===== config.mk =====
export PLATFORM = sky130hd
export DESIGN_NAME = counter_step_scheduler_flat
export DESIGN_NICKNAME = d
export VERILOG_FILES = /design/src/rtl/counter_step_scheduler_if.sv /design/src/rtl/counter_step_scheduler.sv /design/src/flat_wrapper.sv
export SDC_FILE = /design/constraint.sdc
export NUM_CORES = 1
export LEC_CHECK = 0
export ABC_AREA = 1
export ABC_CLOCK_PERIOD_IN_PS = 3400
export CAP_MARGIN = 25
export CORE_MARGIN = 2
export CORE_UTILIZATION = 25
export CTS_BUF_LIST = sky130_fd_sc_hd__clkbuf_16
export DETAILED_ROUTE_END_ITERATION = 8
export PLACE_DENSITY = 0.53
export SETUP_SLACK_MARGIN = 0.15
export SLEW_MARGIN = 20
export SYNTH_ARGS = -nofsm -noshare
export SYNTH_HDL_FRONTEND = slang
export SYNTH_SLANG_ARGS = --single-unit

===== constraint.sdc =====
create_clock -name clk -period 3.4 [get_ports clk]
set_input_delay 0.51 -clock clk [delete_from_list [all_inputs] [get_ports clk]]
set_output_delay 0.51 -clock clk [all_outputs]
set_load 0.005 [all_outputs]

===== src/rtl/counter_step_scheduler_if.sv =====
// Requester and counter-control bundle for counter_step_scheduler.
// The slave modport is the scheduler. The master modport is the requesters plus the counter datapath.
interface counter_step_scheduler_if #(
   parameter int NREQ  = 4,
   parameter int LEN_W = 4
);
   logic [NREQ-1:0]       req;
   logic [NREQ-1:0]       req_dir;
   logic [NREQ*LEN_W-1:0] req_len;
   logic                  clear_req;
   logic [NREQ-1:0]       gnt;
   logic [NREQ-1:0]       done;
   logic                  done_wrap;
   logic                  done_abort;
   logic                  cnt_enable;
   logic                  cnt_up_down;
   logic                  cnt_clear;
   logic                  ovf_in;
   logic                  unf_in;

   modport slave (
      input  req, req_dir, req_len, clear_req, ovf_in, unf_in,
      output gnt, done, done_wrap, done_abort, cnt_enable, cnt_up_down, cnt_clear
   );

   modport master (
      output req, req_dir, req_len, clear_req, ovf_in, unf_in,
      input  gnt, done, done_wrap, done_abort, cnt_enable, cnt_up_down, cnt_clear
   );
endinterface


===== src/rtl/counter_step_scheduler.sv =====
// Round-robin scheduler that time-shares one 8-bit up/down counter among NREQ burst requesters.
// It reports per-burst wrap and abort status on a one-cycle done pulse.
module counter_step_scheduler #(
   parameter int NREQ  = 4,
   parameter int LEN_W = 4
) (
   input  logic                      clk,
   input  logic                      reset,
   counter_step_scheduler_if.slave   bus
);

   localparam int SEL_W = (NREQ > 1) ? $clog2(NREQ) : 1;

   localparam logic [1:0] ST_IDLE  = 2'd0;
   localparam logic [1:0] ST_CLEAR = 2'd1;
   localparam logic [1:0] ST_BURST = 2'd2;
   localparam logic [1:0] ST_DONE  = 2'd3;

   logic [1:0]       state_q, state_d;
   logic [SEL_W-1:0] sel_q, sel_d;
   logic [SEL_W-1:0] ptr_q, ptr_d;
   logic             dir_q, dir_d;
   logic [LEN_W-1:0] rem_q, rem_d;
   logic             wrap_q, wrap_d;
   logic             abort_q, abort_d;

   logic [SEL_W-1:0] pick;
   logic             found;
   logic [NREQ-1:0]  sel_onehot;

   function automatic logic [SEL_W-1:0] rr_index(input logic [SEL_W-1:0] base, input int k);
      int s;
      s = int'(base) + k;
      if (s >= NREQ) s = s - NREQ;
      return SEL_W'(s);
   endfunction

   // The search starts at ptr+1, so the most recently served requester ranks last.
   always_comb begin : rr_pick
      logic [SEL_W-1:0] cand;
      cand  = '0;
      pick  = '0;
      found = 1'b0;
      for (int k = 1; k <= NREQ; k++) begin
         cand = rr_index(ptr_q, k);
         if (!found && bus.req[cand]) begin
            found = 1'b1;
            pick  = cand;
         end
      end
   end

   // NOTE: every signal gets a default before the case statement. This way no path leaves a value held, and no latch is inferred.
   always_comb begin
      state_d = state_q;
      sel_d   = sel_q;
      ptr_d   = ptr_q;
      dir_d   = dir_q;
      rem_d   = rem_q;
      wrap_d  = wrap_q;
      abort_d = abort_q;

      case (state_q)
         ST_IDLE: begin
            if (bus.clear_req) begin
               state_d = ST_CLEAR;
            end else if (found) begin
               sel_d   = pick;
               dir_d   = bus.req_dir[pick];
               rem_d   = bus.req_len[int'(pick)*LEN_W +: LEN_W];
               wrap_d  = 1'b0;
               abort_d = 1'b0;
               state_d = ST_BURST;
            end
         end
         ST_CLEAR: state_d = ST_IDLE;
         ST_BURST: begin
            if (!bus.req[sel_q]) begin
               abort_d = 1'b1;
               state_d = ST_DONE;
            end else begin
               rem_d = rem_q - 1'b1;
               if ((dir_q && bus.ovf_in) || (!dir_q && bus.unf_in)) wrap_d = 1'b1;
               if (rem_q == '0) state_d = ST_DONE;
            end
         end
         ST_DONE: begin
            ptr_d   = sel_q;
            state_d = ST_IDLE;
         end
         default: state_d = ST_IDLE;
      endcase
   end

   assign sel_onehot = NREQ'(1) << sel_q;

   always_comb begin
      bus.gnt         = '0;
      bus.done        = '0;
      bus.done_wrap   = 1'b0;
      bus.done_abort  = 1'b0;
      bus.cnt_enable  = 1'b0;
      bus.cnt_up_down = 1'b0;
      bus.cnt_clear   = 1'b0;
      case (state_q)
         ST_CLEAR: bus.cnt_clear = 1'b1;
         ST_BURST: begin
            bus.gnt         = sel_onehot;
            bus.cnt_enable  = bus.req[sel_q];
            bus.cnt_up_down = dir_q;
         end
         ST_DONE: begin
            bus.gnt        = sel_onehot;
            bus.done       = sel_onehot;
            bus.done_wrap  = wrap_q;
            bus.done_abort = abort_q;
         end
         default: ;
      endcase
   end

   // NOTE: state flops use non-blocking assignments, so every flop samples the values from before the clock edge.
   always_ff @(posedge clk) begin
      if (reset) begin
         state_q <= ST_IDLE;
         sel_q   <= '0;
         ptr_q   <= SEL_W'(NREQ - 1);
         dir_q   <= 1'b0;
         rem_q   <= '0;
         wrap_q  <= 1'b0;
         abort_q <= 1'b0;
      end else begin
         state_q <= state_d;
         sel_q   <= sel_d;
         ptr_q   <= ptr_d;
         dir_q   <= dir_d;
         rem_q   <= rem_d;
         wrap_q  <= wrap_d;
         abort_q <= abort_d;
      end
   end

endmodule


===== src/flat_wrapper.sv =====
// flat-port wrapper written by rule: the top's interface ports become plain ports
module counter_step_scheduler_flat 
#(
   parameter int NREQ  = 4,
   parameter int LEN_W = 4
)
  (clk, reset, bus_req, bus_req_dir, bus_req_len, bus_clear_req, bus_ovf_in, bus_unf_in, bus_gnt, bus_done, bus_done_wrap, bus_done_abort, bus_cnt_enable, bus_cnt_up_down, bus_cnt_clear);
  counter_step_scheduler_if #(.NREQ(NREQ), .LEN_W(LEN_W)) bus_i ();
  input  logic clk;
  input  logic reset;
  input wire logic [$bits(bus_i.req)-1:0] bus_req;
  input wire logic [$bits(bus_i.req_dir)-1:0] bus_req_dir;
  input wire logic [$bits(bus_i.req_len)-1:0] bus_req_len;
  input wire logic [$bits(bus_i.clear_req)-1:0] bus_clear_req;
  input wire logic [$bits(bus_i.ovf_in)-1:0] bus_ovf_in;
  input wire logic [$bits(bus_i.unf_in)-1:0] bus_unf_in;
  output wire logic [$bits(bus_i.gnt)-1:0] bus_gnt;
  output wire logic [$bits(bus_i.done)-1:0] bus_done;
  output wire logic [$bits(bus_i.done_wrap)-1:0] bus_done_wrap;
  output wire logic [$bits(bus_i.done_abort)-1:0] bus_done_abort;
  output wire logic [$bits(bus_i.cnt_enable)-1:0] bus_cnt_enable;
  output wire logic [$bits(bus_i.cnt_up_down)-1:0] bus_cnt_up_down;
  output wire logic [$bits(bus_i.cnt_clear)-1:0] bus_cnt_clear;
  assign bus_i.req = bus_req;
  assign bus_i.req_dir = bus_req_dir;
  assign bus_i.req_len = bus_req_len;
  assign bus_i.clear_req = bus_clear_req;
  assign bus_i.ovf_in = bus_ovf_in;
  assign bus_i.unf_in = bus_unf_in;
  assign bus_gnt = bus_i.gnt;
  assign bus_done = bus_i.done;
  assign bus_done_wrap = bus_i.done_wrap;
  assign bus_done_abort = bus_i.done_abort;
  assign bus_cnt_enable = bus_i.cnt_enable;
  assign bus_cnt_up_down = bus_i.cnt_up_down;
  assign bus_cnt_clear = bus_i.cnt_clear;
  counter_step_scheduler #(.NREQ(NREQ), .LEN_W(LEN_W)) u_core (.clk(clk), .reset(reset), .bus(bus_i));
endmodule

==> metrics.txt <==
Tmin final=~2.6 ns; CP cell instances=inv_1 -> nor2_1 -> clkinv_1 -> nor2_1 -> clkdlybuf4s50_1; Slew headroom=between 60 and 70%; crit path launch type=flop; Placed Area=~1600 um2; P&R area growth vs syn=43.2%; synth warn=0; top layer in use=met4; # setup viols final=0; status=finished, final reports clean; wire per inst=~11 um; Hold Violations, Final=0; WL met3=76 um; synth top area cells=dfxtp_1 22%, nand2_1 18%, nand3_1 10%, inv_1 8.1%, nor2_1 7.8%; final slew viol count=0; Tot GR Track Use=between 10% and 20%; grt ovf=0; Clock Tree Root=clkbuf_16; CTS Hold Bufs=0; Core Rows=25; CTS tree=done; DP HPWL=approximately 2800 um; routed wire length=approximately 3400 um; initial DRC count=between 60 and 70; Data required, critical path=2.89 ns; maximum clock path buffer count=2; Avg Cell Area, Syn=a little under 6 um2; most frequent cell after synthesis=nand2_1; Yosys reg bits=13; syn_nets=235; routed vias=1,423; Setup CP Type=reg2out; Clock transition at path regs=0.05 ns; Fillers=roughly 530; port bufs=41; Nets=~280; HP Class=reg2reg; Ant. Diodes=0; Critical Path Slowest Stage Cell=clkdlybuf4s50_1; Clock Latency Late Sink=about 0.24 ns; Worst R2R Start=u_core.ptr_q[0]$_SDFFE_PP1P_; most frequent cells after synthesis=56 x nand2_1, 26 x inv_1, 25 x nand3_1, 25 x nor2_1, 13 x dfxtp_1; final period utilization=about 77%; Synth area leader=dfxtp_1; FF-to-FF End=u_core.dir_q$_SDFFE_PP0P_; initial antenna violation count=0; Ports=42; CTS sink cnt=13; Fin Hold WS=about 0.46 ns; Setup Buffers After CTS=0; final instance area=about 1700 um2; Fmax=0.381 GHz; register area share after synthesis=a little over a fifth; Initial DRT Pass Iterations=4; DR DRC count=0; number of global-route vias before repair=around 1,300; Fin Clk Skew=about 0.00091 ns; initial core utilization=between 20 and 30%; Critical Path Most Common Cell=nor2_1; CP startpoint=u_core.state_q[1]$_SDFFE_PP0P_; synth unique cells=28; die width=about 73 um; wire length on met1=between 1500 and 2000 um; TNS Setup=0 ns; fraction of layout cells with a size suffix above 1=under 10%; # resized after CTS=0; top cell type's share of synthesized area=between 20% and 30%; H-tree depth=1; Post-synth ARST share=0%; core area=roughly 4700 um2; EDFF count, synth=0; largest net degree at the start of global routing=13; first-pass GRT wire length=around 5600 um; die span in y=between 70 and 80 um; Largest stage delay, worst path=0.53 ns; Routed Antenna Nets=0; leak pwr=approximately 0.8 nW; reg2reg setup slack=approximately 1.2 ns; CP max FO=9; PD cells=~410 nW/um2; endpoint class of the critical path=primary output; cts bufs inserted=3; Crit path arrival time=approximately 2.1 ns; Post-synth top flop=dfxtp_1; Reg2Reg Depth=14; unrepaired setup endpoints after global routing=false; synthesized area=1200 um2; die area=approximately 5400 um2; Placer Congestion=0.800; DR WL met2=around 1600 um; Peak VDD IR=between 0.0002 and 0.00025 V; measured slew at the worst slew-check pin=approximately 0.46 ns; Tot Pwr=about 700 uW; Via-to-Cell Ratio=approximately 4.7; # Max-Cap Violations=0; CP endpoint=bus_cnt_enable; Gate Count Post-Synth=roughly 210
[worst min-delay path by stage]
stage,slack (ns),startpoint,end,depth (start not counted)
4_1_cts,0.46,u_core.abort_q$_SDFFE_PP0P_,u_core.abort_q$_SDFFE_PP0P_,2
3_3_place_gp,0.46,u_core.abort_q$_SDFFE_PP0P_,u_core.abort_q$_SDFFE_PP0P_,2
2_1_floorplan,0.43,u_core.abort_q$_SDFFE_PP0P_,u_core.abort_q$_SDFFE_PP0P_,2
6_report,0.46,u_core.abort_q$_SDFFE_PP0P_,u_core.abort_q$_SDFFE_PP0P_,2
3_5_place_dp,0.46,u_core.abort_q$_SDFFE_PP0P_,u_core.abort_q$_SDFFE_PP0P_,2
5_1_grt,0.50,u_core.abort_q$_SDFFE_PP0P_,u_core.abort_q$_SDFFE_PP0P_,2
[layer usage]
layer,up-vias,GRT usage (%)
met5,-,0
met4,0,4.85
met3,5,1.23
met2,24,20.8
met1,637,18.3
li1,757,-
[logic make-up after synthesis]
group                      Yosys count  share of synthesized area [%]
xor gates and xnor gates             1                          0.729
and+or+nand+nor                    129                           49.9
DFF                                 13                           21.7
AOI/OAI and AO/OA                   28                           14.1
adders and majority gates            1                           1.04
buffers and inverters               33                           12.6
[worst max-delay path, delay by kind of cell, from the launching register on]
family,cells,cell delay (ns)
flip-flops,1,0.38
buffers and inverters,3,0.98
AND/OR/NAND/NOR,2,0.51
[power breakdown]
| part | switching, mW | internal [mW] |
|---|---|---|
| combinational | 0.170 | 0.121 |
| sequential | 0.0179 | 0.175 |
| clock | 0.0700 | 0.157 |
[flip-flops by register name, indices dropped and copies added (netlist names)]
| signal | cells |
|---|---|
| u_core.wrap_q | 1 |
| u_core.dir_q | 1 |
| u_core.rem_q | 4 |
| u_core.ptr_q | 2 |
| u_core.state_q | 2 |
| u_core.sel_q | 2 |
| u_core.abort_q | 1 |
[area by class of cell]
class	instances	area, um2	share of cell area (%)
multi-input cells	159	790	45.9
repair buffers	41	410	23.9
flip-flops and latches	13	260	15.1
inverters	30	113	6.55
clock buffers	3	75.1	4.36
well taps	54	67.6	3.93
clock inverters	1	5.00	0.291
[cells in the final DEF (no fill, tap or decap), drive strengths merged]
cell and count:
a211oi 2, a21oi 10, a31oi 1, clkbuf 3, clkdlybuf4s50 41, clkinv 3
dfxtp 13, ha 1, inv 28, nand2 65, nand3 28, nand4 8
nor2 26, nor3 2, o211ai 3, o21ai 10, o22ai 2, xnor2 1
[metrics by stage]
step	setup WS [ns]	cells	util, %
CTS	0.760	301	36.7
floorplan	1.71	205	-
global placement	0.867	297	35.0
global route	0.660	301	36.7
finish	0.772	301	36.7
detailed placement	0.877	297	35.0
Note: power is estimated with default switching activity, not from simulation.
